==> src/rtl/fp_pkg.sv <==
// Shared widths, constants and pipeline payload types for the adder datapath.
package fp_pkg;
  localparam int EXP_W   = 11;
  localparam int SIG_W   = 56;
  localparam int SUM_W   = 57;
  localparam int LZ_W    = 6;
  localparam int EXP_MAX = 2047;

  // Payload captured by the first normalization stage.
  typedef struct packed {
    logic [SUM_W-1:0] fs;
    logic [EXP_W-1:0] es;
    logic             ss;
    logic [LZ_W-1:0]  lz;
    logic             carry;
  } s1_t;

  // Registered result handed to the rounder.
  typedef struct packed {
    logic [SIG_W-1:0] fn;
    logic [EXP_W-1:0] en;
    logic             sn;
    logic             zero;
    logic             ovf;
  } s2_t;
endpackage

==> src/rtl/norm_shift_lzc56.sv <==
// Combinational leading-zero counter for a 56-bit word.
// The word is padded to 64 bits with trailing zeros. 2-bit leaf counters are
// then merged pairwise up a tree. An all-zero input reports 56.
module lzc56 (
  input  logic [55:0] i_data,
  output logic [5:0]  o_count
);
  logic [63:0] w_pad;
  logic        w_v1 [32];
  logic        w_c1 [32];
  logic        w_v2 [16];
  logic [1:0]  w_c2 [16];
  logic        w_v3 [8];
  logic [2:0]  w_c3 [8];
  logic        w_v4 [4];
  logic [3:0]  w_c4 [4];
  logic        w_v5 [2];
  logic [4:0]  w_c5 [2];
  logic        w_v6;
  logic [5:0]  w_c6;

  assign w_pad = {i_data, 8'h00};

  // Leaf level: each node is a 2-bit counter. Node 0 holds the MSBs.
  always_comb begin
    for (int j = 0; j < 32; j++) begin
      w_v1[j] = |w_pad[63-2*j -: 2];
      w_c1[j] = ~w_pad[63-2*j];
    end
  end

  // Merge into 4-bit counters.
  always_comb begin
    for (int j = 0; j < 16; j++) begin
      w_v2[j] = w_v1[2*j] | w_v1[2*j+1];
      w_c2[j] = w_v1[2*j] ? {1'b0, w_c1[2*j]} : {1'b1, w_c1[2*j+1]};
    end
  end

  // Merge into 8-bit counters.
  always_comb begin
    for (int j = 0; j < 8; j++) begin
      w_v3[j] = w_v2[2*j] | w_v2[2*j+1];
      w_c3[j] = w_v2[2*j] ? {1'b0, w_c2[2*j]} : {1'b1, w_c2[2*j+1]};
    end
  end

  // Merge into 16-bit counters.
  always_comb begin
    for (int j = 0; j < 4; j++) begin
      w_v4[j] = w_v3[2*j] | w_v3[2*j+1];
      w_c4[j] = w_v3[2*j] ? {1'b0, w_c3[2*j]} : {1'b1, w_c3[2*j+1]};
    end
  end

  // Merge into 32-bit counters.
  always_comb begin
    for (int j = 0; j < 2; j++) begin
      w_v5[j] = w_v4[2*j] | w_v4[2*j+1];
      w_c5[j] = w_v4[2*j] ? {1'b0, w_c4[2*j]} : {1'b1, w_c4[2*j+1]};
    end
  end

  // Root merge. The padding guarantees a nonzero input counts below 56.
  always_comb begin
    w_v6    = w_v5[0] | w_v5[1];
    w_c6    = w_v5[0] ? {1'b0, w_c5[0]} : {1'b1, w_c5[1]};
    o_count = w_v6 ? w_c6 : 6'd56;
  end
endmodule

==> src/rtl/norm_shift.sv <==
// Post-add normalization: two-stage pipeline that left-shifts on cancellation,
// right-shifts by one on carry-out, and adjusts the exponent to match.
//
// Handshake: a transfer happens on a rising edge where valid && ready. The
// producer holds valid and data stable until that edge. Ready may depend
// combinationally on the downstream ready, and there is no skid buffer.
module norm_shift
  import fp_pkg::*;
(
  input  logic             clk,
  input  logic             rst_n,
  input  logic             in_valid,
  output logic             in_ready,
  input  logic [SUM_W-1:0] fs,
  input  logic [EXP_W-1:0] es,
  input  logic             ss,
  output logic             out_valid,
  input  logic             out_ready,
  output logic [SIG_W-1:0] fn,
  output logic [EXP_W-1:0] en,
  output logic             sn,
  output logic             zero,
  output logic             ovf
);
  logic             r_s1_valid;
  s1_t              r_s1;
  logic             r_out_valid;
  s2_t              r_out;

  logic             w_s2_adv;
  logic [LZ_W-1:0]  w_lz;
  s2_t              w_s2;
  logic [11:0]      w_inc;
  logic [EXP_W-1:0] w_eff;
  logic [EXP_W-1:0] w_eff_m1;
  logic [LZ_W-1:0]  w_sh;
  logic [SIG_W-1:0] w_shifted;

  assign w_s2_adv = !r_out_valid || out_ready;
  assign in_ready = !r_s1_valid || w_s2_adv;

  lzc56 u_lzc (
    .i_data  (fs[SIG_W-1:0]),
    .o_count (w_lz)
  );

  // S1 occupancy: refills whenever the stage can move.
  always_ff @(posedge clk) begin
    if (!rst_n) begin
      r_s1_valid <= 1'b0;
    end else if (in_ready) begin
      r_s1_valid <= in_valid;
    end
  end

  // S1 payload: captured on accept only, so it needs no reset.
  always_ff @(posedge clk) begin
    if (in_valid && in_ready) begin
      r_s1.fs    <= fs;
      r_s1.es    <= es;
      r_s1.ss    <= ss;
      r_s1.lz    <= w_lz;
      r_s1.carry <= fs[SUM_W-1];
    end
  end

  // S2 result: carry path first, then exact zero, then a clamped left shift.
  // es==0 behaves as exponent 1, so a denormal-range operand keeps en=0.
  always_comb begin
    w_s2      = '0;
    w_s2.sn   = r_s1.ss;
    w_inc     = {1'b0, r_s1.es} + 12'd1;
    w_eff     = (r_s1.es == '0) ? 11'd1 : r_s1.es;
    w_eff_m1  = w_eff - 11'd1;
    w_sh      = (w_eff_m1 < {5'd0, r_s1.lz}) ? w_eff_m1[LZ_W-1:0] : r_s1.lz;
    w_shifted = r_s1.fs[SIG_W-1:0] << w_sh;
    if (r_s1.carry) begin
      w_s2.fn  = {r_s1.fs[SUM_W-1:2], r_s1.fs[1] | r_s1.fs[0]};
      w_s2.en  = w_inc[EXP_W-1:0];
      w_s2.ovf = (w_inc == 12'(EXP_MAX));
    end else if (r_s1.fs == '0) begin
      w_s2.zero = 1'b1;
    end else begin
      w_s2.fn = w_shifted;
      w_s2.en = w_shifted[SIG_W-1] ? (w_eff - {5'd0, w_sh}) : '0;
    end
  end

  // S2 registers: advance when empty or when the rounder takes the result.
  always_ff @(posedge clk) begin
    if (!rst_n) begin
      r_out_valid <= 1'b0;
      r_out       <= '0;
    end else if (w_s2_adv) begin
      r_out_valid <= r_s1_valid;
      if (r_s1_valid) begin
        r_out <= w_s2;
      end
    end
  end

  assign out_valid = r_out_valid;
  assign fn        = r_out.fn;
  assign en        = r_out.en;
  assign sn        = r_out.sn;
  assign zero      = r_out.zero;
  assign ovf       = r_out.ovf;
endmodule

==> config.mk <==
export PLATFORM = sky130hd
export DESIGN_NAME = norm_shift
export DESIGN_NICKNAME = d
export VERILOG_FILES = /design/src/rtl/fp_pkg.sv /design/src/rtl/norm_shift_lzc56.sv /design/src/rtl/norm_shift.sv
export SDC_FILE = /design/constraint.sdc
export NUM_CORES = 1
export LEC_CHECK = 0
export ABC_AREA = 1
export BUFFER_PORTS_ARGS = -buffer_cell sky130_fd_sc_hd__buf_2
export CAP_MARGIN = 20
export CELL_PAD_IN_SITES_DETAIL_PLACEMENT = 0
export CELL_PAD_IN_SITES_GLOBAL_PLACEMENT = 1
export CORE_MARGIN = 10
export CORE_UTILIZATION = 42
export DETAILED_ROUTE_END_ITERATION = 12
export PLACE_DENSITY_LB_ADDON = 0.1
export SLEW_MARGIN = 25
export SYNTH_ARGS = -nofsm -noshare
export SYNTH_HDL_FRONTEND = slang
export SYNTH_SLANG_ARGS = --single-unit
export TNS_END_PERCENT = 1
==> constraint.sdc <==
create_clock -name clk -period 5.5 [get_ports clk]
set_clock_uncertainty 0.05 [all_clocks]
set_input_delay 1.1 -clock clk [delete_from_list [all_inputs] [get_ports clk]]
set_output_delay 1.1 -clock clk [all_outputs]
set_load 0.005 [all_outputs]
==> results of run 1 <==
-- sequential cells by signal, indices dropped and copies added (netlist names) --
name        flops
zero            1
fn             56
r_s1_valid      1
sn              1
en             11
ovf             1
out_valid       1
r_s1           75
-- worst max-delay path, delay by kind of cell, from the launching register on --
family	cells	cell delay (ps)
xor+xnor	2	380
flops	1	440
compound gates	5	830
simple gates	14	1240
buf+inv	6	470
fa+ha+maj	5	1380
-- kinds of logic (layout without fill, tap and decap cells) --
logic type | count (synthesis) | after routing | share of synthesized area (%)
simple gates | 904 | 904 | 39.26
compound gates | 270 | 270 | 14.06
buf+inv | 186 | 282 | 7.851
flops | 147 | 147 | 35.49
fa+ha+maj | 16 | 16 | 1.996
xor+xnor | 16 | 16 | 1.347
-- synth_stat cells (2+ instances only) --
library cell | n | area [µm²]
a21oi_1 | 140 | 700.7
a31oi_1 | 7 | 43.79
and2_1 | 2 | 12.51
buf_1 | 5 | 18.77
buf_2 | 32 | 160.2
buf_4 | 13 | 97.59
buf_6 | 4 | 45.04
clkbuf_1 | 51 | 191.4
dfxtp_1 | 72 | 1441
edfxtp_1 | 75 | 2252
ha_1 | 15 | 187.7
inv_1 | 76 | 285.3
inv_2 | 4 | 15.01
nand2_1 | 362 | 1359
nand2_2 | 6 | 37.54
nand3_1 | 388 | 1942
nand3_2 | 4 | 40.04
nand4_1 | 17 | 106.4
nor2_1 | 79 | 296.5
nor2_4 | 3 | 33.78
nor3_1 | 14 | 70.07
nor4_1 | 24 | 150.1
o211ai_1 | 7 | 52.55
o21ai_0 | 95 | 475.5
o21ai_1 | 5 | 25.02
o21ai_2 | 4 | 35.03
o21ai_4 | 2 | 32.53
o31ai_1 | 2 | 15.01
or2_2 | 2 | 12.51
xnor2_1 | 2 | 17.52
xor2_1 | 14 | 122.6
-- final timing paths --
| check | start | end | slack (ps) | cells past startpoint |
|---|---|---|---|---|
| max | r_s1[8] | en[10] | 560 | 32 |
| min | ovf | ovf | 430 | 2 |
| max reg2reg | r_s1[8] | en[10] | 560 | 32 |
| min reg2reg | ovf | ovf | 430 | 2 |
-- power by group through the flow --
stage / registers (mW) / clock network, mW / logic [mW]
floorplan: 1.29 / 0 / 0.523
global placement: 1.33 / 0 / 0.774
detailed placement: 1.33 / 0 / 0.769
CTS: 1.30 / 1.20 / 0.775
global route: 1.32 / 1.24 / 0.881
finish: 1.31 / 1.19 / 0.793
-- final cells by class --
cell class | count | area [µm²]
clock inverters | 13 | 117.6
fillers | 2548 | 12470
repair buffers | 169 | 924.6
clock buffers | 19 | 452.9
multi-input cells | 1206 | 5949
inverters | 81 | 304.0
well taps | 324 | 405.4
flip-flops and latches | 147 | 3694
-- routing by layer --
metal,GRT usage (%),vias to the layer above,part of all wire (%)
met1,40.90,5373,46
met5,0,-,0
met2,33.70,673,39
met3,6.247,42,13
li1,-,5533,-
met4,5.557,0,1.6
-- stage by stage --
stage / util, % / hold slack [ps]
after floorplan: - / 411.8
after global placement: 46.23 / 409.6
after detailed placement: 46.23 / 418.7
after CTS: 48.58 / 427.6
after global routing: 48.72 / 448.8
final: 48.72 / 425.5
==> results.toml, run 1 <==
[outcome]
status = "finished, final reports clean"

[yosys]
synthCells = 1539
synth-async-reset-ratio_pct = 0
synth_seq_cells = 147
synth-edff-count = 75
ys_types = 44
syn_area_per_cell_um2 = 6.762
yosys_most_used_dff = "edfxtp_1"
yosysWarnings = 0
syn-num-nets = 1628
synth.yosys.seq_area_share_pct = 35.49
syn-cell-area_um2 = 10410

[drt]
firstDrtPassIters = 6
viasPerCell = 5.932
final_antenna_net_count = 0
route.detailed.drc = 0
wl_per_cell_um = 21.56
vias = 11621
drt-initial-drc-count = 1740
drt_wl_total_um = 42230

[clocking]
cts.sinks = 147
clockBufferDepth = 2
cts_root_buffer = "clkbuf_16"
cts_tree = "built"
cts_hold_buf = 0
post_cts_buffers = 0
clock_latency_ps = 430
clk_pin_slew_ps = 70
ctsResizeCount = 0
htree_levels = 4
cts_buffers = 17

[power_and_ir_drop]
intPower_mw = 2.134
switchingPower_mw = 1.157
swShare_pct = 35.15
p_seq_share_pct = 39.8
p_leak_nw = 5.365
finalPower_mw = 3.292
ir_drop_uv = 195.5
powerDensity_nw_per_um2 = 277.8
power_frac_comb_pct = 24.1
pwr-share-clk_pct = 36.1

[global_route]
grt_util_all_layers_pct = 25.83
antenna_found_initial = 0
grt_pass1_wl_um = 63090
grt_pass1_vias = 10434
grt-ovfl-total = 0
grt_max_degree = 76

[place]
port_buffers = 144
place_area_um2 = 11240
place_congestion = 0.9536
place_inst = 1927
pre_cts_ws_ps = 366.1
dpl.hpwl_um = 30960

[sta]
finalSetupViolCount = 0
final-max-slew-violation-count = 0
finalSetupTns_ps = 0
setup_ws_ps = 564.8
relSlewSlack_pct = 34.89
worst_slew_pin_slew_ps = 973.0
max_freq_mhz = 202.6
hold_violations = 0
period_share_pct = 89.73
fin_crit_ps = 4935

[floorplanning]
fp.dieW_um = 177.4
rows = 57
dieArea_um2 = 31470
initial_core_util_pct = 42.79
io_pins = 145
core_area_um2 = 24320
fp.dieH_um = 177.4

[setup_path]
startpoint_type = "flop"
timing_worst_setup_path_type = "reg -> reg"
cpMostUsedCell = "nand2_1"
cp_slowest_cell = "fa_1"
crit_required_ps = 5770
slowest_delay_ps = 450
worstPathArrival_ps = 5200
cp_max_fo = 14
worst_setup_path_end_kind = "flop"

[final_layout]
fin_cells = 1959
final_nets = 1711
layout.cells.most_common_list = "388 x nand3_1, 361 x nand2_1, 144 x buf_2"
final_common_cell = "nand3_1"
diodes = 0
fin_area_um2 = 11850
layout-drive-gt1-share_pct = 14.62
synthToLayoutAreaGrowth_pct = 13.85

[hold_path]
hold_class = "reg -> reg"

[flow_run]
cap_violations = 0
(Power assumes the default switching activity.)
==> run 2: changes to the inputs <==
--- a/config.mk
+++ b/config.mk
@@ -10,9 +10,11 @@
 export CAP_MARGIN = 20
 export CELL_PAD_IN_SITES_DETAIL_PLACEMENT = 0
 export CELL_PAD_IN_SITES_GLOBAL_PLACEMENT = 1
+export CORE_ASPECT_RATIO = 0.8
 export CORE_MARGIN = 10
 export CORE_UTILIZATION = 42
 export DETAILED_ROUTE_END_ITERATION = 12
+export HOLD_SLACK_MARGIN = 0.1
 export PLACE_DENSITY_LB_ADDON = 0.1
 export SLEW_MARGIN = 25
 export SYNTH_ARGS = -nofsm -noshare
==> results.toml, run 2 (synthesis gave the netlist of run 1 again) <==
[outcome]
status = "finished, final reports clean"

[flow_run]
cap_violations = 0

[drt]
drt_wl_total_um = 43670
route.detailed.drc = 0
vias = 11660
route.layer.met1.wl_um = 20970
firstDrtPassIters = 7
wl_met2_um = 15860
wl_met3_um = 6271
maxUsedRoutingLayer = "met4"
wl_per_cell_um = 22.39
viasPerCell = 5.976
drt-initial-drc-count = 1578
final_antenna_net_count = 0

[clocking]
clk_pin_slew_ps = 70
clockBufferDepth = 2
ctsResizeCount = 0
post_cts_buffers = 0
htree_levels = 4
clock_latency_ps = 430
cts.sinks = 147
cts_hold_buf = 0
cts_buffers = 17
cts_tree = "built"
cts_root_buffer = "clkbuf_16"

[sta]
relSlewSlack_pct = 45.56
finalSetupViolCount = 0
finalSetupTns_ps = 0
final-max-slew-violation-count = 0
worst_slew_pin_slew_ps = 816.6
period_share_pct = 92.23
rsz0062_at_grt = "no"
hold_violations = 0
fin_crit_ps = 5073
max_freq_mhz = 197.1

[floorplanning]
io_pins = 145
fp.dieH_um = 160.8
initial_core_util_pct = 42.69
fp.dieW_um = 196.0
dieArea_um2 = 31510
core_area_um2 = 24380
rows = 51

[place]
place_congestion = 0.9944
port_buffers = 144
place_inst = 1919
dpl.hpwl_um = 32240

[global_route]
antenna_found_initial = 0
grt_pass1_wl_um = 65580
grt_max_degree = 81
grt_pass1_vias = 10560
grt_util_all_layers_pct = 26.66
grt-ovfl-total = 0

[setup_path]
timing_worst_setup_path_type = "reg -> reg"
startpoint_type = "flop"
slowest_delay_ps = 480
cp_slowest_cell = "fa_1"
cp_max_fo = 14
worst_setup_path_end_kind = "flop"
worstPathArrival_ps = 5340
crit_required_ps = 5770

[hold_path]
hold_class = "reg -> reg"

[final_layout]
fin_cells = 1951
final_common_cell = "nand3_1"
layout-drive-gt1-share_pct = 14.45
layout.cells.most_common_list = "388 x nand3_1, 361 x nand2_1, 144 x buf_2"
largest_register_ffs = 75
diodes = 0
final_nets = 1709
top_register = "r_s1"
synthToLayoutAreaGrowth_pct = 13.56

[power_and_ir_drop]
powerDensity_nw_per_um2 = 278.4
ir_drop_uv = 202.5
p_leak_nw = 5.348
[run 2: final cells by class]
cell class	instances	area (µm²)
timing repair buffer	167	905.9
clock buffer	19	452.9
sequential	147	3694
inverter	81	306.5
tap	318	397.9
clock inverter	13	120.1
multi-input combinational	1206	5941
fill	2545	12560
[run 2: report_power, final]
part	total [mW]	switching (mW)	internal, mW
combinational	0.799	0.549	0.250
sequential	1.32	0.0873	1.23
clock	1.17	0.520	0.654
[run 2: metrics by stage]
step / area (µm²) / utilization, % / power, mW / worst slack [ps] / hold slack (ps)
2_1_floorplan: 10410 / - / 1.818 / 506.8 / 411.8
3_3_place_gp: 11220 / 46.03 / 2.109 / 529.5 / 403.1
3_5_place_dp: 11220 / 46.04 / 2.107 / 427.1 / 406.2
4_1_cts: 11800 / 48.39 / 3.273 / 411.2 / 416.7
5_1_grt: 11820 / 48.48 / 3.439 / 32.08 / 458.5
6_report: 11820 / 48.48 / 3.290 / 427.4 / 412.3
[run 2: path summary, 6_finish.rpt]
kind | from | end | slack, ps | depth (start not counted)
worst max-delay path | r_s1[8] | en[10] | 430 | 29
worst max register to register | r_s1[8] | en[10] | 430 | 29
worst min register to register | ovf | ovf | 410 | 2
worst min-delay path | ovf | ovf | 410 | 2
[run 2: per-layer routing]
layer	global-route usage, %	vias up
met4	5.301	0
met2	32.34	714
met1	42.45	5387
li1	-	5520
met5	0	-
met3	9.322	39
[run 2: worst max-delay path, delay by kind of cell, from the launching register on]
family	cells	cell delay [ps]
DFF	1	410
AOI/OAI and AO/OA	5	780
buffers and inverters	4	340
adders and majority gates	5	1480
xor gates and xnor gates	2	430
and+or+nand+nor	13	1470
==> run 3: changes to the inputs <==
--- a/config.mk
+++ b/config.mk
@@ -16,6 +16,7 @@
 export DETAILED_ROUTE_END_ITERATION = 12
 export HOLD_SLACK_MARGIN = 0.1
 export PLACE_DENSITY_LB_ADDON = 0.1
+export REMOVE_ABC_BUFFERS = 1
 export SLEW_MARGIN = 25
 export SYNTH_ARGS = -nofsm -noshare
 export SYNTH_HDL_FRONTEND = slang
==> results.toml, run 3 (synthesis gave the netlist of run 1 again) <==
[hold_path]
hold_class = "reg -> reg"

[sta]
fin_crit_ps = 5037
hold_violations = 0
final-max-slew-violation-count = 0
period_share_pct = 91.58
worst_slew_pin_slew_ps = 867.3
max_freq_mhz = 198.5
finalSetupViolCount = 0
rsz0062_at_grt = "yes"
finalSetupTns_ps = 0
relSlewSlack_pct = 42.18
hold_ws_ps = 425.4

[clocking]
cts_tree = "built"
htree_levels = 4
clk_pin_slew_ps = 70
clockBufferDepth = 2
cts_root_buffer = "clkbuf_16"
ctsResizeCount = 0
clock_latency_ps = 440
cts_buffers = 17
post_cts_buffers = 0
cts.sinks = 147
cts_hold_buf = 0

[final_layout]
synthToLayoutAreaGrowth_pct = 14.42
largest_register_ffs = 75
diodes = 0
final_nets = 1717
fin_cells = 1959
layout-drive-gt1-share_pct = 14.87
top_register = "r_s1"
layout.cells.most_common_list = "388 x nand3_1, 361 x nand2_1, 144 x buf_2"
final_common_cell = "nand3_1"

[global_route]
grt-ovfl-total = 0
grt_util_all_layers_pct = 26.35
grt_max_degree = 68
antenna_found_initial = 0
grt_pass1_vias = 11185
grt_pass1_wl_um = 65410

[drt]
route.detailed.drc = 0
firstDrtPassIters = 7
final_antenna_net_count = 0
drt-initial-drc-count = 1340
drt_wl_total_um = 42780
wl_per_cell_um = 21.84
vias = 11605
viasPerCell = 5.924

[setup_path]
crit_buf_inv = 5
slowest_delay_ps = 560
cp_top_family = "simple AND/OR/NAND/NOR gates"
cp_max_fo = 22
worst_setup_path_end_kind = "flop"
worstPathArrival_ps = 5320
startpoint_type = "flop"
timing_worst_setup_path_type = "reg -> reg"
cp_slowest_cell = "o21ai_4"
cpMostUsedCell = "nand3_1"
crit_required_ps = 5780

[power_and_ir_drop]
p_leak_nw = 5.398
powerDensity_nw_per_um2 = 277.9
ir_drop_uv = 199.7

[place]
place_congestion = 0.9438
place_inst = 1927
dpl.hpwl_um = 30940
port_buffers = 144

[floorplanning]
rows = 51
core_area_um2 = 24380
fp.dieW_um = 196.0
fp.dieH_um = 160.8
io_pins = 145
dieArea_um2 = 31510
initial_core_util_pct = 42.69

[outcome]
status = "finished, final reports clean"

[flow_run]
cap_violations = 0
[run 3: changes by cell type in the layout (fill, tap and decap cells not counted), sizes merged]
cell	before	now
bufinv	1	2
buf	167	175
clkinv	6	8
inv	87	84
[run 3: cell type report]
class | instances | area, µm²
sequential | 147 | 3694
multi-input combinational | 1206 | 5956
timing repair buffer | 175 | 953.4
clock inverter | 13 | 147.6
inverter | 81 | 304.0
tap | 318 | 397.9
fill | 2600 | 12470
clock buffer | 19 | 454.2
[run 3: final timing paths]
kind                 from     to  slack [ps]  cells after the start
hold reg to reg       ovf    ovf         430                      2
setup reg to reg  r_s1[8]  en[0]         460                     27
hold / removal        ovf    ovf         430                      2
setup / recovery  r_s1[8]  en[0]         460                     27
[run 3: tightest hold or removal path: stages, from the launching register on]
cell and delay [ps]:
dfxtp_1 310, nand2_1 60, a21oi_1 60
[run 3: where the power goes]
group | internal [mW] | total (mW) | switching [mW] | leakage (nW)
Sequential | 1.23 | 1.31 | 0.0810 | 1.33
Clock | 0.703 | 1.22 | 0.519 | 0.299
Combinational | 0.252 | 0.777 | 0.526 | 3.77
Total | 2.18 | 3.31 | 1.13 | 5.40
[run 3: routing by layer]
layer,global-route usage (%),share of wire [%],vias up
li1,-,-,5539
met1,36.83,45,5457
met2,38.68,43,537
met3,7.012,9.6,72
met4,7.900,2.2,0
met5,0,0,-
[run 3: through the flow]
stage          utilization [%]  area (µm²)  worst slack, ps  power [mW]
6_report                 48.85       11910            463.4       3.309
5_1_grt                  48.85       11910           -15.14       3.473
4_1_cts                  48.72       11880            252.5       3.309
3_5_place_dp             46.25       11270            326.7       2.094
3_3_place_gp             46.25       11270            432.7       2.094
2_1_floorplan                -        9893           -547.2       1.779
